[config.mk]
export PLATFORM = sky130hd
export DESIGN_NAME = fifo_uart_tx
export DESIGN_NICKNAME = d
export VERILOG_FILES = /design/src/rtl/uart_pkg.sv /design/src/rtl/uart_baud_cnt.sv /design/src/rtl/fifo_uart_tx.sv
export SDC_FILE = /design/constraint.sdc
export NUM_CORES = 1
export LEC_CHECK = 0
export ABC_AREA = 1
export BUFFER_PORTS_ARGS = -buffer_cell sky130_fd_sc_hd__buf_2
export CORE_MARGIN = 1
export CORE_UTILIZATION = 42
export DETAILED_ROUTE_END_ITERATION = 10
export HOLD_SLACK_MARGIN = 0.08
export SYNTH_ARGS = -nofsm -noshare
export SYNTH_HDL_FRONTEND = slang
export SYNTH_SLANG_ARGS = --single-unit
[constraint.sdc]
create_clock -name clk -period 2.8 [get_ports clk]
set_clock_uncertainty 0.15 [all_clocks]
set_input_delay 0.42 -clock clk [delete_from_list [all_inputs] [get_ports clk]]
set_output_delay 0.42 -clock clk [all_outputs]
set_load 0.02 [all_outputs]
[src/rtl/uart_pkg.sv]
// Shared 8N1 UART definitions: frame constants, default bit period and TX state encoding.
package uart_pkg;

   localparam int DATA_BITS            = 8;
   localparam int FRAME_BITS           = 10;
   localparam int CLKS_PER_BIT_DEFAULT = 868;

   typedef enum logic [2:0] {
      IDLE  = 3'd0,
      FETCH = 3'd1,
      START = 3'd2,
      DATA  = 3'd3,
      STOP  = 3'd4
   } state_e;

endpackage

[src/rtl/uart_baud_cnt.sv]
// Bit-period counter: runs 0..CLKS_PER_BIT-1 and pulses tick on the last count of each period.
module uart_baud_cnt
   import uart_pkg::*;
#(
   parameter int CLKS_PER_BIT = CLKS_PER_BIT_DEFAULT
) (
   input  logic clk,
   input  logic rst,
   input  logic clr,
   output logic tick
);

   localparam int                CNT_W = $clog2(CLKS_PER_BIT);
   localparam logic [CNT_W-1:0]  LAST  = CNT_W'(CLKS_PER_BIT - 1);

   logic [CNT_W-1:0] cnt_q, cnt_d;

   assign tick = (cnt_q == LAST);

   always_comb begin
      cnt_d = cnt_q + CNT_W'(1);
      if (clr || tick) begin
         cnt_d = '0;
      end
   end

   always_ff @(posedge clk or posedge rst) begin
      if (rst) begin
         cnt_q <= '0;
      end else begin
         cnt_q <= cnt_d;
      end
   end

endmodule

[src/rtl/fifo_uart_tx.sv]
// 8N1 UART transmitter that pops one byte per frame from a FIFO read port.
// tx and busy are registered from the next state so the serial line never glitches.
module fifo_uart_tx
   import uart_pkg::*;
#(
   parameter int CLKS_PER_BIT = CLKS_PER_BIT_DEFAULT
) (
   input  logic       clk,
   input  logic       rst,
   input  logic       tx_en,
   input  logic       fifo_empty,
   input  logic [7:0] fifo_rd_data,
   output logic       fifo_rd_en,
   output logic       tx,
   output logic       busy
);

   state_e     state_q, state_d;
   logic [7:0] shift_q, shift_d;
   logic [2:0] bit_cnt_q, bit_cnt_d;
   logic       tx_q, tx_d;
   logic       busy_q, busy_d;
   logic       rd_en_c;
   logic       baud_clr;
   logic       baud_tick;

   assign baud_clr = (state_d != state_q);

   uart_baud_cnt #(
      .CLKS_PER_BIT(CLKS_PER_BIT)
   ) u_baud (
      .clk  (clk),
      .rst  (rst),
      .clr  (baud_clr),
      .tick (baud_tick)
   );

   always_comb begin
      state_d   = state_q;
      shift_d   = shift_q;
      bit_cnt_d = bit_cnt_q;
      rd_en_c   = 1'b0;
      unique case (state_q)
         IDLE: begin
            if (tx_en && !fifo_empty) begin
               rd_en_c = 1'b1;
               state_d = FETCH;
            end
         end
         FETCH: begin
            shift_d = fifo_rd_data;
            state_d = START;
         end
         START: begin
            if (baud_tick) begin
               bit_cnt_d = '0;
               state_d   = DATA;
            end
         end
         DATA: begin
            if (baud_tick) begin
               shift_d = {1'b0, shift_q[7:1]};
               if (bit_cnt_q == 3'(DATA_BITS - 1)) begin
                  state_d = STOP;
               end else begin
                  bit_cnt_d = bit_cnt_q + 3'd1;
               end
            end
         end
         STOP: begin
            if (baud_tick) begin
               state_d = IDLE;
            end
         end
         default: state_d = IDLE;
      endcase

      // Line level is decided for the cycle about to start, then registered.
      tx_d = 1'b1;
      unique case (state_d)
         START:   tx_d = 1'b0;
         DATA:    tx_d = shift_d[0];
         default: tx_d = 1'b1;
      endcase
      busy_d = (state_d != IDLE);
   end

   always_ff @(posedge clk or posedge rst) begin
      if (rst) begin
         state_q   <= IDLE;
         shift_q   <= 8'h00;
         bit_cnt_q <= '0;
         tx_q      <= 1'b1;
         busy_q    <= 1'b0;
      end else begin
         state_q   <= state_d;
         shift_q   <= shift_d;
         bit_cnt_q <= bit_cnt_d;
         tx_q      <= tx_d;
         busy_q    <= busy_d;
      end
   end

   assign fifo_rd_en = rd_en_c & ~rst;
   assign tx         = tx_q;
   assign busy       = busy_q;

endmodule

==> results of run 1 <==
## logic make-up after synthesis
logic type      after synthesis  share of synthesized area (%)
fa+ha+maj                     3                           2.79
xor+xnor                      8                           5.20
simple gates                 87                           35.1
compound gates                9                           4.36
flops                        26                           48.4
buf+inv                      15                           4.18
## power groups by stage
| stage | clock [mW] | combinational (mW) | sequential, mW |
|---|---|---|---|
| 3_5_place_dp | 0 | 0.0219 | 0.391 |
| 3_3_place_gp | 0 | 0.0212 | 0.391 |
| 5_1_grt | 0.216 | 0.0253 | 0.385 |
| 4_1_cts | 0.199 | 0.0220 | 0.384 |
| 2_1_floorplan | 0 | 0.0113 | 0.390 |
| 6_report | 0.188 | 0.0210 | 0.384 |
## worst max-delay path by stage
stage / startpoint / end / slack (ps) / depth (start not counted)
6_report: state_q[1]$_DFF_PP0_ / fifo_rd_en / 760 / 6
5_1_grt: state_q[1]$_DFF_PP0_ / fifo_rd_en / 600 / 6
4_1_cts: state_q[1]$_DFF_PP0_ / fifo_rd_en / 760 / 6
3_5_place_dp: u_baud.cnt_q[0]$_DFF_PP0_ / shift_q[6]$_DFFE_PP0P_ / 1040 / 10
3_3_place_gp: u_baud.cnt_q[0]$_DFF_PP0_ / busy$_DFF_PP0_ / 1100 / 10
2_1_floorplan: state_q[1]$_DFF_PP0_ / fifo_rd_en / 1160 / 5
## through the flow
stage	std cells	utilization (%)
after floorplan	148	-
after global placement	206	48.2
after detailed placement	206	48.2
after CTS	210	49.4
after global routing	210	49.4
final	210	49.4
## cell usage after synthesis
cell type	count	area [um^2]
ha_1	3	37.5
nand3_2	2	20.0
nand2_4	1	11.3
nor2_8	1	20.0
nand3b_4	1	20.0
o21ai_2	1	8.76
nand2_1	43	161
a31oi_1	1	6.26
nand4_1	2	12.5
nor2_4	2	22.5
o21ai_0	1	5.00
nand3_4	2	35.0
nor2_2	2	12.5
a21oi_1	1	5.00
inv_2	4	15.0
o211ai_1	2	15.0
nor2_1	15	56.3
xnor2_1	2	17.5
xor2_1	6	52.6
nand2_2	2	12.5
o21ai_1	2	10.0
nand3b_2	1	11.3
nor3_1	1	5.00
dfstp_2	1	26.3
a21oi_2	1	8.76
nand3_1	10	50.1
inv_1	11	41.3
nand4_2	1	12.5
nor3_2	1	10.0
dfrtp_1	25	626
## registers in the layout (all words and copies together), names as in the netlist
register / cells
shift_q: 8
bit_cnt_q: 3
u_baud.cnt_q: 10
tx: 1
state_q: 3
busy: 1
## worst register-to-register path: stages, from the launching register on
cell and delay (ps):
dfrtp_1 390, ha_1 230, nand2_1 110, nor2_4 120, nand3_4 120, inv_2 80
nand2_1 100, nand2_1 90, inv_1 110, nand2_1 90, o211ai_1 80
## cell type report
class	count	area, um^2	share of cell area (%)
inverters	15	56.3	3.73
repair buffers	14	70.1	4.64
flip-flops and latches	26	652	43.2
well taps	44	55.1	3.65
multi-input cells	107	639	42.4
clock buffers	4	36.3	2.40
## layer usage
metal  track usage, %  share of wire (%)  up-vias  routed length [um]
met5                0                  0        -                   0
met4             5.10                1.3        0                  30
met3             3.96                3.1        5                  70
met2             28.6                 47       11                1060
met1             19.7                 49      447                1090
li1                 -                  -      510                   -
==> qor.txt, run 1 <==
================================================================================
CTS tree                                                                   built
Leakage power summed over all cells                                     0.731 nW
Most common cell after layout, fill and taps aside                       nand2_1
Highest Clock Rate                                                       491 MHz
Number of diodes added for antenna fixing                                      0
Worst reg2reg setup slack                                                1040 ps
ANT nets after route                                                           0
Number of nets in the finished design                                        182
Crit share post-route                                                      72.7%
Total vias in the final route                                                973
Post-synth cell types                                                         30
Portion of total power attributed to the clock network                     31.7%
Gp weighted congestion                                                     0.787
Total negative setup slack                                                  0 ps
Number of maximum-capacitance violations                                       0
Critical path start-end classification                              flip-flop to output port
Sequence of cells on the critical path                              inv_2, nand2_1, inv_1, nand4_2, nor2_1, buf_2
Outcome                                                                completed
Setup violations, final                                                        0
Global-route wire length before repair                                   4.21 mm
Fraction of the yosys area taken by sequential cells                       48.4%
Number of cells produced by synthesis                                        148
Crit path launch type                                                  flip-flop
Filler Cell Count                                                            310
Reg clk slew, reported paths                                              150 ps
Hold Slack                                                                139 ps
Clk_lat worst skew                                                        330 ps
Number of failing hold endpoints at the final stage                            0
Worst reg2reg startpoint                                            u_baud.cnt_q[0]$_DFF_PP0_
Number of nets produced by synthesis                                         163
Data required time at the worst endpoint                                 2230 ps
Count of pins over their slew limit                                            0
Critical path peak fanout                                                      4
Minimum setup slack in the final design                                   765 ps
Iteration-0 DRC count of the detailed router                                  40
Area of the die                                                        3440 um^2
Number of buffers and inverters on the critical path                           3
Fraction of layout instances using a drive strength above 1                24.7%
Number of global-route vias before repair                                   1017
Number of register bits inferred by synthesis                                 26
P_int                                                                   0.469 mW
Count of instances resized after the clock tree is built                       0
Hold Path Class                                                     input pin to async pin
Hold buffer count at CTS                                                       0
Power density over the cells                                         393 nW/um^2
Transition at the pin with the smallest max-transition slack              946 ps
Portion of total power attributed to sequential cells                      64.7%
Yosys warnings                                                                 0
Maximum clock path buffer count                                                2
Slew Limit Headroom                                                        36.9%
Width of the die                                                         58.6 um
Vert. Die Dim                                                            58.6 um
Type of element capturing the critical path                          output port
Pre-CTS setup slack                                                      1040 ps
Sinks on the clock net                                                        26
Setup repair after global routing missed its margin                           no
Leading cell types in the layout, fill and taps excluded            nand2_1, dfrtp_1, nor2_1
End of the worst register-to-register path                          shift_q[6]$_DFFE_PP0P_
Switching power                                                         0.124 mW
Worst path max stage delay                                                440 ps
Total global-route track usage                                             16.3%
Root buf cell                                                           clkbuf_4
Post-Synthesis Mean Instance Area                                      9.11 um^2
Final non-filler cell area                                             1510 um^2
Cell area after synthesis                                              1350 um^2
WL/cell                                                                  10.7 um
Total CTS buffers                                                              3
Data arrival time of the critical path                                   1470 ps
Final total power                                                       0.593 mW
Pin count of the biggest net entering global routing                          27
Detailed-router iteration count before antenna repair                          4
Crit-path leading delay family                                        flip-flops
Combinational fraction of design power                                      3.5%
Core area                                                              3050 um^2
Post-CTS Setup Bufs                                                            0
HPWL after detailed placement                                            1.71 mm
Area growth from synthesis to layout                                       12.0%
# H-tree levels                                                                1
Number of antenna violations at the first check in global routing              0
Number of rows in the core area                                               20
Via count normalized by instance count                                      4.63
Number of primary I/O pins                                                    15
Number of cells on the worst reg-to-reg path                                  10
Minimum clock period                                                     2040 ps
Maximum resistive drop on vdd                                             363 uV
Slowest cell on the critical path                                        dfrtp_1
DRC errors left                                                                0
Detailed Route WL                                                        2.25 mm
Net Sw Frac                                                                20.9%
Post-Place Cell Area                                                   1470 um^2
Number of buffers inserted by port buffering                                  14
Grt total ovfl                                                                 0
Initial core utilization                                                   44.1%
================================================================================
Note: power is estimated with default switching activity, not from simulation.
==> run 2, diff against run 1 <==
- clock period: 2.8 -> 2.1 ns (I/O delays scaled with it)
==> qor.txt, run 2 (synthesized netlist as in run 1, its figures left out) <==
================================================================================
Leading cell types in the layout, fill and taps excluded            nand2_1, dfrtp_1, nor2_1
HPWL after detailed placement                                            1.80 mm
Sinks on the clock net                                                        26
Critical path start-end classification                              flip-flop to output port
Area growth from synthesis to layout                                       19.7%
Gp weighted congestion                                                     0.764
P_int                                                                   0.724 mW
DRC errors left                                                                0
WL/cell                                                                  10.9 um
Count of pins over their slew limit                                            0
Iteration-0 DRC count of the detailed router                                  20
ANT nets after route                                                           0
Total vias in the final route                                               1026
Net Sw Frac                                                                18.7%
Registers with the most flip-flops                                  u_baud.cnt_q (10), shift_q (8)
Number of maximum-capacitance violations                                       0
Data required time at the worst endpoint                                 1630 ps
Grt total ovfl                                                                 0
Type of element capturing the critical path                          output port
Most common cell after layout, fill and taps aside                       nand2_1
Total negative setup slack                                                  0 ps
Number of failing hold endpoints at the final stage                            0
Setup repair after global routing missed its margin                           no
Reg clk slew, reported paths                                              140 ps
Leakage power summed over all cells                                     0.776 nW
Number of primary I/O pins                                                    15
Number of nets in the finished design                                        191
Slew Limit Headroom                                                        79.2%
Number of global-route vias before repair                                   1099
Crit path launch type                                                  flip-flop
# H-tree levels                                                                1
Power density over the cells                                         552 nW/um^2
Amount of wire on met3 after detailed routing                              42 um
Transition at the pin with the smallest max-transition slack              312 ps
Portion of total power attributed to sequential cells                      57.6%
Detailed-router iteration count before antenna repair                          4
Detailed Route WL                                                        2.40 mm
Number of antenna violations at the first check in global routing              0
Crit share post-route                                                      91.9%
Met2 WL                                                                  1.18 mm
Pin count of the biggest net entering global routing                          27
Post-CTS Setup Bufs                                                            0
CTS tree                                                                   built
Outcome                                                                completed
Portion of total power attributed to the clock network                     37.8%
Routed length on met1                                                    1.16 mm
Core area                                                              3050 um^2
Maximum clock path buffer count                                                2
Vert. Die Dim                                                            58.6 um
Root buf cell                                                           clkbuf_4
Maximum resistive drop on vdd                                             270 uV
Area of the die                                                        3440 um^2
Critical path peak fanout                                                      4
Via count normalized by instance count                                      4.68
Number of rows in the core area                                               20
Largest register FFs                                                          10
Setup violations, final                                                        0
Clk_lat worst skew                                                        310 ps
Fraction of layout instances using a drive strength above 1                24.0%
Total CTS buffers                                                              3
Width of the die                                                         58.6 um
Number of diodes added for antenna fixing                                      0
Register bank with the most flops                                   u_baud.cnt_q
Minimum clock period                                                     1930 ps
Data arrival time of the critical path                                   1470 ps
Number of buffers inserted by port buffering                                  14
Global-route wire length before repair                                   4.51 mm
Worst reg2reg setup slack                                                 350 ps
Total global-route track usage                                             17.0%
Combinational fraction of design power                                      4.6%
Hold Path Class                                                     input pin to flip-flop
Uppermost signal routing layer after detailed routing                       met4
Highest Clock Rate                                                       518 MHz
Hold Slack                                                                108 ps
Switching power                                                         0.166 mW
Initial core utilization                                                   44.1%
================================================================================
run 2: changes by cell type in the layout (fill, tap and decap cells not counted):
| cell | before | now |
|---|---|---|
| buf_4 | 0 | 1 |
| clkbuf_8 | 1 | 0 |
| dlygate4sd3_1 | 0 | 8 |
| bufinv_16 | 0 | 1 |
run 2: layout make-up:
type                    count  area [um^2]
well taps                  44         55.1
fillers                   309         1440
repair buffers             23          158
multi-input cells         107          639
inverters                  15         56.3
flip-flops and latches     26          652
clock inverters             1         30.0
clock buffers               3         22.5
run 2: final timing paths:
| check | to | depth (start not counted) | startpoint |
|---|---|---|---|
| max in group asynchronous | tx$_DFF_PP1_ | 4 | rst |
| max reg2reg | shift_q[6]$_DFFE_PP0P_ | 10 | u_baud.cnt_q[0]$_DFF_PP0_ |
| min reg2reg | u_baud.cnt_q[0]$_DFF_PP0_ | 1 | u_baud.cnt_q[0]$_DFF_PP0_ |
| min | shift_q[6]$_DFFE_PP0P_ | 3 | fifo_rd_data[6] |
| max | fifo_rd_en | 6 | state_q[1]$_DFF_PP0_ |
| min in group asynchronous | shift_q[0]$_DFF_PP0_ | 4 | rst |
run 2: power by group through the flow:
stage          clock network, mW  registers (mW)  logic (mW)
5_1_grt                    0.361           0.513      0.0481
6_report                   0.336           0.512      0.0410
2_1_floorplan                  0           0.521      0.0151
4_1_cts                    0.350           0.513      0.0422
3_3_place_gp                   0           0.521      0.0297
3_5_place_dp                   0           0.522      0.0309
run 2: worst max-delay path, cell delays in order (launching register included):
cell,delay (ps)
dfrtp_1,440
inv_2,150
nand2_1,80
inv_1,70
nand4_2,120
nor2_1,120
buf_2,170
run 2: through the flow:
step	setup WS [ps]	cell area, um^2	utilization [%]	power, mW	instances
detailed placement	363	1480	48.5	0.553	207
global placement	398	1480	48.5	0.551	207
global route	77.9	1610	52.8	0.922	219
CTS	170	1610	52.8	0.905	219
finish	169	1610	52.8	0.890	219
floorplan	519	1350	-	0.536	148
run 2: what timing repair did:
item | 4_1_cts | 5_1_grt
endpoints found under the hold margin | 32 | 0
setup endpoints to repair | 0 | 0
hold buffers | 8 | 0
gates resized for setup | 0 | 0
run 2: per-layer routing:
metal	GRT usage (%)	vias up
met1	21.7	488
li1	-	528
met4	5.10	0
met2	30.2	8
met5	0	-
met3	1.98	2
